**src/rtl/asic_function_sequencer.sv**
```systemverilog
// rtl/asic_function_sequencer.sv - req/ack handshake sequencer for the nonlinear-function ASIC
//
// Runs one transaction per accepted start pulse:
//   latch input code -> settle -> 4-phase req/ack -> capture result.
// Status and result are returned as a registered 32-bit word
// {busy, done, err, 13'b0, result[15:0]}.
//
// Ports:
//   clk           system clock
//   rst           synchronous active-high reset
//   ctrl          [0] start pulse, [2] abort level, [15:8] settle, [31:16] timeout
//   asic_data_out input code word, low DATA_W bits used
//   asic_data_in  registered status/result word
//   asic_wdata    code driven to the ASIC, held between transactions
//   asic_req      handshake request
//   asic_ack      handshake acknowledge, asynchronous to clk
//   asic_rdata    ASIC result, stable while ack is high

module asic_function_sequencer #(
   parameter int DATA_W      = 16,
   parameter int SYNC_STAGES = 2
) (
   input  logic              clk,
   input  logic              rst,
   input  logic [31:0]       ctrl,
   input  logic [31:0]       asic_data_out,
   output logic [31:0]       asic_data_in,
   output logic [DATA_W-1:0] asic_wdata,
   output logic              asic_req,
   input  logic              asic_ack,
   input  logic [DATA_W-1:0] asic_rdata
);

   typedef enum logic [1:0] {IDLE, SETTLE, REQ, RELEASE} state_t;

   state_t              state, state_n;
   logic [SYNC_STAGES-1:0] ack_sync;
   logic                ack_s;
   logic [7:0]          settle_cnt, settle_cnt_n;
   logic [15:0]         tmo_cnt, tmo_cnt_n;
   logic [15:0]         tmo_lim, tmo_lim_n;
   logic [15:0]         tmo_inc;
   logic [15:0]         result, result_n;
   logic [DATA_W-1:0]   wdata_n;
   logic                req_n;
   logic                done, done_n;
   logic                err, err_n;
   logic                busy;
   logic                start;
   logic                abort;
   logic                tmo_hit;
   logic                unused_inputs;

   assign start = ctrl[0];
   assign abort = ctrl[2];
   assign ack_s = ack_sync[SYNC_STAGES-1];
   assign busy  = (state != IDLE);

   // Saturating increment; the compare looks at the post-increment value so
   // that a limit of T drops req after exactly T cycles in the handshake.
   assign tmo_inc = (tmo_cnt == 16'hFFFF) ? tmo_cnt : tmo_cnt + 16'd1;
   assign tmo_hit = (tmo_lim != 16'd0) && (tmo_inc >= tmo_lim);

   assign unused_inputs = ^{ctrl[7:3], ctrl[1], asic_data_out[31:DATA_W]};

   always_comb begin
      state_n      = state;
      settle_cnt_n = settle_cnt;
      tmo_cnt_n    = tmo_cnt;
      tmo_lim_n    = tmo_lim;
      result_n     = result;
      wdata_n      = asic_wdata;
      req_n        = asic_req;
      done_n       = done;
      err_n        = err;

      case (state)
         IDLE: begin
            req_n = 1'b0;
            if (start && !abort) begin
               wdata_n = asic_data_out[DATA_W-1:0];
               done_n  = 1'b0;
               err_n   = 1'b0;
               if (ack_s) begin
                  // ASIC still acknowledging a previous request: refuse to start.
                  err_n  = 1'b1;
                  done_n = 1'b1;
               end else begin
                  settle_cnt_n = (ctrl[15:8] == 8'd0) ? 8'd1 : ctrl[15:8];
                  tmo_lim_n    = ctrl[31:16];
                  state_n      = SETTLE;
               end
            end
         end
         SETTLE: begin
            if (settle_cnt == 8'd0) begin
               state_n   = REQ;
               req_n     = 1'b1;
               tmo_cnt_n = 16'd0;
            end else begin
               settle_cnt_n = settle_cnt - 8'd1;
            end
         end
         REQ: begin
            tmo_cnt_n = tmo_inc;
            if (tmo_hit) begin
               req_n   = 1'b0;
               err_n   = 1'b1;
               done_n  = 1'b1;
               state_n = IDLE;
            end else if (ack_s) begin
               result_n = 16'(asic_rdata);
               req_n    = 1'b0;
               state_n  = RELEASE;
            end
         end
         RELEASE: begin
            tmo_cnt_n = tmo_inc;
            req_n     = 1'b0;
            if (tmo_hit) begin
               err_n   = 1'b1;
               done_n  = 1'b1;
               state_n = IDLE;
            end else if (!ack_s) begin
               done_n  = 1'b1;
               state_n = IDLE;
            end
         end
         default: begin
            state_n = IDLE;
            req_n   = 1'b0;
         end
      endcase

      // Abort overrides everything else in an active transaction.
      if (abort && (state != IDLE)) begin
         state_n  = IDLE;
         req_n    = 1'b0;
         done_n   = 1'b0;
         err_n    = 1'b0;
         result_n = result;
      end
   end

   always_ff @(posedge clk) begin
      if (rst) begin
         state        <= IDLE;
         ack_sync     <= '0;
         settle_cnt   <= 8'd0;
         tmo_cnt      <= 16'd0;
         tmo_lim      <= 16'd0;
         result       <= 16'd0;
         asic_wdata   <= '0;
         asic_req     <= 1'b0;
         done         <= 1'b0;
         err          <= 1'b0;
         asic_data_in <= 32'd0;
      end else begin
         state        <= state_n;
         ack_sync     <= {ack_sync[SYNC_STAGES-2:0], asic_ack};
         settle_cnt   <= settle_cnt_n;
         tmo_cnt      <= tmo_cnt_n;
         tmo_lim      <= tmo_lim_n;
         result       <= result_n;
         asic_wdata   <= wdata_n;
         asic_req     <= req_n;
         done         <= done_n;
         err          <= err_n;
         asic_data_in <= {busy, done, err, 13'd0, result};
      end
   end

endmodule

```
**config.mk**
```make
export PLATFORM = sky130hd
export DESIGN_NAME = asic_function_sequencer
export DESIGN_NICKNAME = d
export VERILOG_FILES = /design/src/rtl/asic_function_sequencer.sv
export SDC_FILE = /design/constraint.sdc
export NUM_CORES = 1
export LEC_CHECK = 0
export ABC_CLOCK_PERIOD_IN_PS = 3700
export BUFFER_PORTS_ARGS = -buffer_cell sky130_fd_sc_hd__buf_2
export CAP_MARGIN = 10
export CORE_AREA = 5 5 142 144
export DETAILED_ROUTE_END_ITERATION = 8
export DIE_AREA = 0 0 147 149
export GPL_ROUTABILITY_DRIVEN = 0
export PLACE_DENSITY_LB_ADDON = 0.15
export SYNTH_ARGS = -nofsm -noshare
export SYNTH_HDL_FRONTEND = slang
export SYNTH_SLANG_ARGS = --single-unit
```
**constraint.sdc**
```tcl
create_clock -name clk -period 3.7 [get_ports clk]
set_clock_uncertainty 0.05 [all_clocks]
set_input_delay 0.185 -clock clk [delete_from_list [all_inputs] [get_ports clk]]
set_output_delay 0.185 -clock clk [all_outputs]
set_load 0.02 [all_outputs]
```
==> impl_metrics.json, run 1 <==
{
  "reg2reg_depth": 15,
  "critical_path_class": "flop to flop",
  "start_util_pct": 24.8,
  "synth_area_leader_cell": "dfxtp_1",
  "synth.top_cell.area_share_pct": 42.6,
  "p_leak_nw": 2.59,
  "r2r_slack_ns": 0.19,
  "hold_class": "input port to flop",
  "final-instance-count-excl-fill": 904,
  "die_x_um": 147,
  "drt_iter0_drc": 133,
  "holdPathStages": 2,
  "synth_area_leaders": "dfxtp_1, nand2_1, a21oi_1",
  "path_max_fanout": 16,
  "grt_usage_pct": 10.8,
  "drive_gt1_share_pct": 26.1,
  "grt_first_pass_wirelength_um": 19400,
  "drt-total-wl_um": 12100,
  "dieHeight_um": 149,
  "slew_headroom_pct": 37.6,
  "synth.distinct_cells": 50,
  "cp-end-kind": "flop",
  "min_from": "asic_ack",
  "final_nets": 768,
  "synthCells": 546,
  "yosysWarnings": 0,
  "synth_edf_count": 0,
  "finalCritPeriodShare_pct": 94.9,
  "cts_tree": "done",
  "syn_area_mm2": 0.00460,
  "via_count": 4038,
  "area.sequential_mm2": 0.00196,
  "drcViolationCount": 0,
  "r2r-end": "result[2]",
  "grt_remaining_overflow": 0,
  "drt-wirelength-per-cell_um": 13.4,
  "cap_violations": 0,
  "worst_pin_slew_ns": 0.930,
  "utilization_pct": 31.6,
  "worstSetupStartpointType": "flop",
  "multiInputGateArea_mm2": 0.00249,
  "core_area_mm2": 0.0186,
  "setup_violations": 0,
  "cts.sinks": 98,
  "cts_buffer_depth": 2,
  "max_freq_mhz": 285,
  "cts_root_buf": "clkbuf_16",
  "grt_max_degree": 48,
  "yosys_register_bits": 98,
  "fin_ws_ns": 0.188,
  "dp_hpwl_um": 8930,
  "die-area_mm2": 0.0219,
  "synth.avg_cell_area_um2": 8.43,
  "ant_nets": 0,
  "whs_endpoint": "ack_sync[0]",
  "fillers": 1988,
  "firstDrtPassIters": 4,
  "hold_viol": 0,
  "io_pins": 132,
  "antenna_found_initial": 0,
  "r2r-start": "tmo_cnt[6]",
  "arrival_ns": 3.69,
  "status": "finished, final reports clean",
  "synth-async-reset-ratio_pct": 0,
  "period_needed_ns": 3.51,
  "post_cts_buffers": 0,
  "cts_hold_buf": 0,
  "diodes": 0,
  "placed_cells": 889,
  "htreeDepth": 3,
  "path_clk_slew_ns": 0.07,
  "drv_slew": 0,
  "power_density_mw_per_mm2": 404,
  "first_global_vias": 3934,
  "dp_worst_setup_slack_ns": 0.0505,
  "numCtsBuffers": 9,
  "portBuffers": 96,
  "drt-vias-per-instance": 4.47,
  "area_growth_pct": 27.4,
  "post_cts_resized": 0,
  "clock_latency_ns": 0.35,
  "vdd_drop_max_mv": 0.210,
  "ys_seq_area_share_pct": 42.6,
  "rows": 50,
  "worstPathRequired_ns": 3.88,
  "synth_flop_cell": "dfxtp_1"
}
## sequential cells by signal, indices dropped and copies added, names as in the netlist
signal        flops
ack_sync          2
done              1
tmo_lim          16
tmo_cnt          16
asic_wdata       16
asic_req          1
result           16
asic_data_in     19
state             2
settle_cnt        8
err               1
## worst max path at each step
| stage | startpoint | end | slack (ns) | cells after the start |
|---|---|---|---|---|
| 2_1_floorplan | tmo_cnt[4] | result[10] | 0.14 | 15 |
| 3_3_place_gp | tmo_cnt[9] | result[0] | 0.08 | 15 |
| 6_report | tmo_cnt[6] | result[2] | 0.19 | 15 |
| 5_1_grt | tmo_cnt[1] | result[4] | -0.03 | 15 |
| 3_5_place_dp | tmo_cnt[9] | result[3] | 0.05 | 15 |
| 4_1_cts | tmo_cnt[9] | result[3] | 0.02 | 15 |
## layout by cell type (no fill, tap or decap), types with 2 or more instances in the layout
master,synthesis,layout
a211oi_1,2,2
a21o_1,7,7
a21oi_1,58,58
a22oi_1,4,4
a31oi_1,6,6
and2_1,3,3
and3_1,4,4
buf_2,3,96
buf_4,13,36
clkbuf_16,0,9
clkinvlp_4,0,2
conb_1,1,13
dfxtp_1,98,97
ha_1,19,19
inv_1,20,20
mux2_1,6,6
mux2_4,10,10
nand2_1,99,99
nand2b_1,7,7
nand3_1,12,10
nand3_2,0,2
nand3b_1,4,4
nand4_1,4,4
nor2_1,30,29
nor2b_1,38,38
nor3_1,14,11
nor3_2,0,3
nor4_1,6,5
nor4b_1,3,3
o21a_1,6,6
o21ai_0,15,15
o31ai_1,4,4
or2_2,2,2
or3_1,3,2
xnor2_1,8,5
xnor2_2,0,3
xor2_1,2,2
## worst max-delay path: stages, from the launching register on
cell,delay [ns]
dfxtp_1,0.34
nand3_1,0.14
or3_4,0.45
nor2_4,0.14
and3_1,0.22
nand3b_1,0.09
o21a_1,0.13
ha_1,0.30
nand4_1,0.15
nor3_2,0.22
nor4b_1,0.29
buf_4,0.18
o31ai_4,0.09
nand3_4,0.10
buf_12,0.17
mux2_1,0.33
## kinds of logic after synthesis
logic type / synth area share, %
fa+ha+maj: 5.16
xor+xnor: 1.90
simple gates: 24.8
other cells: 0.0815
compound gates: 14.8
buf+inv: 5.87
mux: 4.73
flops: 42.6
## per-layer routing
metal / vias up / track usage, % / routed length (um) / part of all wire, %
met5: - / 0 / 0 / 0
met4: 0 / 3.12 / 157 / 1.3
met3: 14 / 3.34 / 674 / 5.6
met2: 95 / 18.1 / 5760 / 48
met1: 1857 / 13.3 / 5480 / 45
li1: 2072 / - / - / -
## Yosys cell counts, drive strengths merged (2+ instances only)
cell type and n:
inv 20, o21a 6, buf 19, a21oi 58, xor2 2, nand4 4, nand3 13, a211oi 2
o31ai 5, dfxtp 98, nand2 99, nand3b 4, and3 4, or2 2, a31oi 6, or3 3
o21ai 16, nand2b 7, nor2 30, and2 3, a21o 7, nor4b 4, nor4 6, a22oi 4
mux2 16, clkbuf 17, xnor2 8, nor2b 38, nor3 14, ha 19
## report_power, final
| group | internal [W] | switching, W |
|---|---|---|
| combinational | 0.000144 | 0.000218 |
| clock | 0.000471 | 0.000408 |
| sequential | 0.00109 | 0.0000318 |
## through the flow
| stage | TNS, ns | power (W) | instance area [um2] | hold slack [ns] |
|---|---|---|---|---|
| finish | 0 | 0.00237 | 5870 | 0.0158 |
| global route | -0.234 | 0.00249 | 5870 | 0.00756 |
| CTS | 0 | 0.00241 | 5800 | 0.000967 |
| detailed placement | 0 | 0.00151 | 5530 | 0.378 |
| global placement | 0 | 0.00151 | 5530 | 0.373 |
| floorplan | 0 | 0.00139 | 4650 | 0.263 |
## cell type report
class / count / share of cell area [%]
well taps: 234 / 4.99
flip-flops and latches: 98 / 33.5
repair buffers: 133 / 13.1
clock inverters: 4 / 0.491
clock buffers: 11 / 4.14
multi-input cells: 404 / 42.5
inverters: 20 / 1.28
(Power assumes the default switching activity.)
==> inputs of run 2 (changes only) <==
--- a/config.mk
+++ b/config.mk
@@ -5,6 +5,7 @@
 export SDC_FILE = /design/constraint.sdc
 export NUM_CORES = 1
 export LEC_CHECK = 0
+export ABC_AREA = 1
 export ABC_CLOCK_PERIOD_IN_PS = 3700
 export BUFFER_PORTS_ARGS = -buffer_cell sky130_fd_sc_hd__buf_2
 export CAP_MARGIN = 10
==> run 2 against run 1 <==
Area after synthesis down 0.84%. Sequential power is 14% higher. Global-route usage rose by 0.45 points. Cell area decreased by 3.8%. Setup slack better by 0.35 ns. Clock power is 9.8% higher. Highest routed layer unchanged. Die area stayed put. Routed wire length shrank 1.4%. Synthesized cell count is 11% higher. Register-to-register slack improved by 0.35 ns.
==> impl_metrics.json, run 2 <==
{
  "vdd_drop_max_mv": 0.246,
  "drt_iter0_drc": 174,
  "drt-wirelength-per-cell_um": 12.7,
  "arrival_ns": 3.39,
  "finalCritPeriodShare_pct": 85.5,
  "drv_slew": 0,
  "clock_latency_ns": 0.34,
  "die_x_um": 147,
  "grt_first_pass_wirelength_um": 20000,
  "antenna_found_initial": 0,
  "synth.distinct_cells": 39,
  "start_util_pct": 24.6,
  "first_global_vias": 4045,
  "power_density_mw_per_mm2": 555,
  "synth_flop_cell": "dfxtp_1",
  "cp-end-kind": "flop",
  "dr_wl_met2_um": 5660,
  "synth_area_leader_cell": "dfxtp_1",
  "drt-total-wl_um": 11900,
  "setup_violations": 0,
  "ys_seq_area_share_pct": 43.0,
  "synth-compound-area-share_pct": 17.0,
  "period_needed_ns": 3.16,
  "core_area_mm2": 0.0186,
  "largest_register_ffs": 19,
  "drive_gt1_share_pct": 21.4,
  "reg2reg_depth": 23,
  "synth.avg_cell_area_um2": 7.56,
  "dieHeight_um": 149,
  "synthCells": 604,
  "status": "finished, final reports clean",
  "hold_viol": 0,
  "cpMaxStageDelayCell": "dfxtp_1",
  "worst_pin_slew_ns": 0.841,
  "dp_hpwl_um": 8690,
  "drcViolationCount": 0,
  "layout_commonest_cell": "dfxtp_1",
  "worstPathRequired_ns": 3.93,
  "final_nets": 805,
  "via_count": 4071,
  "io_pins": 132,
  "yosysMostFrequentCell": "dfxtp_1",
  "cts.sinks": 98,
  "synth_simple_gate_area_share_pct": 22.3,
  "dpl_cell_area_mm2": 0.00521,
  "rsz0062_at_grt": "false",
  "synthAdderAreaFrac_pct": 5.21,
  "path_clk_slew_ns": 0.07,
  "highest_layer": "met4",
  "critical_path_class": "flop to flop",
  "yosysWarnings": 0,
  "synth_edf_count": 0,
  "path_max_fanout": 32,
  "top_register": "asic_data_in",
  "holdPathStages": 3,
  "grt_max_degree": 43,
  "netlist_top_cells_count": "dfxtp_1, nand2_1, nor2_1",
  "htreeDepth": 3,
  "slew_headroom_pct": 43.9,
  "fillers": 1998,
  "ant_nets": 0,
  "p_leak_nw": 2.51,
  "cts_root_buf": "clkbuf_16",
  "layout_common_cells": "dfxtp_1, buf_2, nand2_1, nor2_1, a21oi_1",
  "synth_area_leaders": "dfxtp_1, a21oi_1, nand2_1",
  "hold_class": "input port to flop",
  "grt_usage_pct": 11.2,
  "synth.top_cell.area_share_pct": 43.0,
  "finalSetupTns_ns": 0,
  "cp_slowest_stage_delay_ns": 0.40,
  "met1_length_um": 5270,
  "muxShareOfSynthArea_pct": 0,
  "cap_violations": 0,
  "syn_area_mm2": 0.00456,
  "synth_top_family_by_area": "simple AND/OR/NAND/NOR gates",
  "numCtsBuffers": 9,
  "rows": 50,
  "met3_length_um": 826,
  "cts_tree": "done",
  "drt-vias-per-instance": 4.33,
  "cpMostUsedCell": "nand2_1",
  "grt_remaining_overflow": 0,
  "yosys_register_bits": 98,
  "path_cells": "ha_1, nand2_1, inv_2, nand2_2, nor2_4, nand3_4, nor2_8, nor2_1, xor2_1, ha_1, nand2_1, inv_1, nand2_1, nor2_1, nor2_1, nand2_1, nand2_1, nand2_1, nand2_2, nand3_2, buf_6, o21ai_0, a21oi_1",
  "worstSetupStartpointType": "flop",
  "firstDrtPassIters": 4,
  "synth_xor_area_share_pct": 2.28,
  "diodes": 0,
  "portBuffers": 96,
  "synth-async-reset-ratio_pct": 0,
  "die-area_mm2": 0.0219,
  "area_growth_pct": 23.6,
  "max_freq_mhz": 316,
  "cts_buffer_depth": 2,
  "design_area_mm2": 0.00564
}
## run 2: repair_timing
| item | in CTS | in global routing |
|---|---|---|
| setup buffers | 0 | 0 |
| gates resized for setup | 0 | 1 |
| endpoints found under the setup margin | 0 | 2 |
| endpoints found under the hold margin | 13 | 0 |
| hold buffers | 13 | 0 |
## run 2: power breakdown
part,switching (W),internal (W)
registers,0.000101,0.00119
clock network,0.000422,0.000543
logic,0.000581,0.000296
total,0.00110,0.00203
## run 2: routing by layer
metal	global-route usage, %	vias up
li1	-	2121
met2	18.8	110
met3	4.44	8
met4	2.84	0
met5	0	-
met1	13.5	1832
## run 2: final cells by class
cell class	instances	area, um2	area share (%)
well taps	234	293	5.19
flip-flops and latches	98	1960	34.8
clock inverters	5	60.1	1.06
multi-input cells	412	2190	38.7
repair buffers	112	637	11.3
inverters	70	265	4.70
clock buffers	10	239	4.24
## run 2: metrics by stage
stage	setup slack [ns]	power (W)	hold WS (ns)	utilization (%)	std cells
after detailed placement	0.416	0.00219	0.352	28.0	913
after global routing	0.0559	0.00338	0.0116	30.4	941
after global placement	0.442	0.00218	0.347	28.0	913
after floorplan	0.947	0.00195	0.242	-	616
final	0.536	0.00313	0.0157	30.4	941
after CTS	0.392	0.00319	0.00323	30.3	941
## run 2: cells by family after synthesis
logic type | Yosys count
AOI/OAI and AO/OA | 148
buffers and inverters | 106
xor gates and xnor gates | 11
DFF | 98
adders and majority gates | 19
and+or+nand+nor | 221
other | 1
## run 2: worst max-delay path, delay by kind of cell, from the launching register on
family	cells	cell delay, ns
DFF	1	0.40
AOI/OAI and AO/OA	2	0.27
and+or+nand+nor	15	1.38
buffers and inverters	3	0.35
adders and majority gates	2	0.48
xor gates and xnor gates	1	0.16
## run 2: worst paths after layout
kind	endpoint	slack, ns	start
worst min register to register	ack_sync[1]	0.36	ack_sync[0]
worst min-delay path	asic_wdata[1]	0.02	asic_data_out[1]
worst max register to register	result[13]	0.54	tmo_cnt[0]
worst max-delay path	result[13]	0.54	tmo_cnt[0]
==> inputs of run 3 (changes only) <==
--- a/config.mk
+++ b/config.mk
@@ -9,9 +9,9 @@
 export ABC_CLOCK_PERIOD_IN_PS = 3700
 export BUFFER_PORTS_ARGS = -buffer_cell sky130_fd_sc_hd__buf_2
 export CAP_MARGIN = 10
-export CORE_AREA = 5 5 142 144
+export CORE_AREA = 5 5 105 107
 export DETAILED_ROUTE_END_ITERATION = 8
-export DIE_AREA = 0 0 147 149
+export DIE_AREA = 0 0 110 112
 export GPL_ROUTABILITY_DRIVEN = 0
 export PLACE_DENSITY_LB_ADDON = 0.15
 export SYNTH_ARGS = -nofsm -noshare
==> run 3 against run 2 <==
Cell area fell by 3.1%. Critical path type unchanged. Setup slack got worse by 0.13 ns. Critical path depth down 4. Core utilization rose by 24 points. Clock-buffer cell count is the same. Maximum frequency shrank 4.1%. Worst hold slack is essentially flat. Die area is 44% lower. Non-clock buffer count is 3 higher. Clock power shrank 22%. Cell count shrank 10%. Largest power group unchanged. Highest routed layer unchanged.
==> impl_metrics.json, run 3 (same netlist as run 2, synthesis figures left out) <==
{
  "r2r_slack_ns": 0.40,
  "setup_violations": 0,
  "grt_first_pass_wirelength_um": 17700,
  "final_nets": 808,
  "layout_common_cells": "dfxtp_1, buf_2, nand2_1, nor2_1, a21oi_1",
  "diodes": 0,
  "holdPathStages": 3,
  "path_clk_slew_ns": 0.10,
  "finalSetupTns_ns": 0,
  "p_switching_w": 0.00107,
  "critical_path_class": "flop to flop",
  "area.sequential_mm2": 0.00196,
  "power_density_mw_per_mm2": 531,
  "path_max_fanout": 32,
  "dpl_cell_area_mm2": 0.00509,
  "cp-end-kind": "flop",
  "crit_start": "tmo_cnt[0]",
  "rows": 37,
  "drt-vias-per-instance": 4.86,
  "crit_path_end": "result[3]",
  "drcViolationCount": 0,
  "grt_remaining_overflow": 0,
  "io_pins": 132,
  "hold_viol": 0,
  "portBuffers": 96,
  "p_leak_nw": 2.49,
  "grt_use_met1_pct": 22.6,
  "cts_root_buf": "clkbuf_8",
  "rsz0062_at_grt": "false",
  "worst_pin_slew_ns": 0.799,
  "numCtsBuffers": 9,
  "arrival_ns": 3.50,
  "hold_class": "input port to flop",
  "drive_gt1_share_pct": 21.4,
  "top_register": "asic_data_in",
  "die_x_um": 110,
  "p_int_w": 0.00183,
  "antenna_found_initial": 0,
  "use_met2_pct": 28.6,
  "fillers": 987,
  "max_freq_mhz": 303,
  "slew_headroom_pct": 46.7,
  "r2r-start": "tmo_cnt[0]",
  "first_global_vias": 3915,
  "finalCritPeriodShare_pct": 89.1,
  "cap_violations": 0,
  "multiInputGateArea_mm2": 0.00219,
  "power_frac_clock_pct": 26.0,
  "worstSetupStartpointType": "flop",
  "drt_iter0_drc": 221,
  "grt_max_degree": 44,
  "layout_commonest_cell": "dfxtp_1",
  "ant_nets": 0,
  "via_count": 4114,
  "period_needed_ns": 3.30,
  "die-area_mm2": 0.0123,
  "firstDrtPassIters": 4,
  "grt_use_met3_pct": 4.12,
  "clock_latency_ns": 0.36,
  "gr-max-usage-layer": "met2",
  "worstPathRequired_ns": 3.90,
  "cts.sinks": 98,
  "vdd_drop_max_mv": 0.301,
  "reg2reg_depth": 19,
  "drt-wirelength-per-cell_um": 12.4,
  "p_sw_share_pct": 36.9,
  "area_growth_pct": 19.8,
  "dp_hpwl_um": 7470,
  "r2r-end": "result[3]",
  "largest_register_ffs": 19,
  "status": "finished, final reports clean",
  "dieHeight_um": 112,
  "core_area_mm2": 0.0100,
  "htreeDepth": 3,
  "p_comb_share_pct": 29.6,
  "drt-total-wl_um": 10500,
  "cts_buffer_depth": 2,
  "drv_slew": 0,
  "pwr-share-seq_pct": 44.3,
  "design_area_mm2": 0.00547,
  "grt_usage_pct": 17.6,
  "start_util_pct": 45.4,
  "cts_tree": "done"
}
## run 3: power by group through the flow
stage | sequential [W] | combinational [W] | clock, W
global placement | 0.00130 | 0.000826 | 0
floorplan | 0.00133 | 0.000619 | 0
detailed placement | 0.00131 | 0.000847 | 0
finish | 0.00129 | 0.000860 | 0.000755
CTS | 0.00129 | 0.000864 | 0.000776
global route | 0.00131 | 0.000984 | 0.000822
## run 3: layout make-up
class | instances | area share [%]
multi-input cells | 412 | 40.0
well taps | 136 | 3.11
clock inverters | 6 | 1.53
inverters | 70 | 4.85
flip-flops and latches | 98 | 35.9
clock buffers | 10 | 2.52
repair buffers | 115 | 12.1
## run 3: through the flow
step	setup slack (ns)	utilization [%]	power, W	hold WS, ns	std cells
2_1_floorplan	0.947	-	0.00195	0.242	616
3_3_place_gp	0.549	50.6	0.00213	0.340	815
3_5_place_dp	0.462	50.6	0.00215	0.358	815
4_1_cts	0.417	54.4	0.00293	0.000631	847
5_1_grt	0.140	54.4	0.00311	0.0177	847
6_report	0.402	54.4	0.00290	0.0159	847
## run 3: layer usage
metal,wire length (um),up-vias
li1,-,2138
met5,0,-
met3,576,11
met4,149,0
met2,5100,104
met1,4680,1861
## run 3: worst max-delay path, stage by stage (launching register included)
cell	delay, ns
dfxtp_1	0.42
ha_1	0.20
nand2_1	0.09
inv_2	0.07
nand2_2	0.07
nor2_4	0.17
nand3_4	0.12
nor2_8	0.17
nor2_1	0.07
xor2_1	0.22
ha_1	0.29
a21oi_1	0.17
o21ai_0	0.09
a21oi_1	0.15
nand2_1	0.12
nand2_2	0.13
nand3_2	0.08
buf_4	0.24
o21ai_0	0.21
a21oi_1	0.06
## run 3: how the worst min path moves through the flow
stage | from | to | slack [ns]
after global placement | asic_ack | ack_sync[0] | 0.34
after floorplan | asic_ack | ack_sync[0] | 0.24
after global routing | asic_data_out[7] | asic_wdata[7] | 0.02
after detailed placement | ack_sync[0] | ack_sync[1] | 0.36
final | asic_data_out[7] | asic_wdata[7] | 0.02
after CTS | asic_data_out[7] | asic_wdata[7] | 0.0006
## run 3: repair_timing
action | CTS | global route
hold endpoints to repair | 16 | 0
hold buffers | 16 | 0
buffers inserted | 0 | 0
resized for setup | 0 | 0
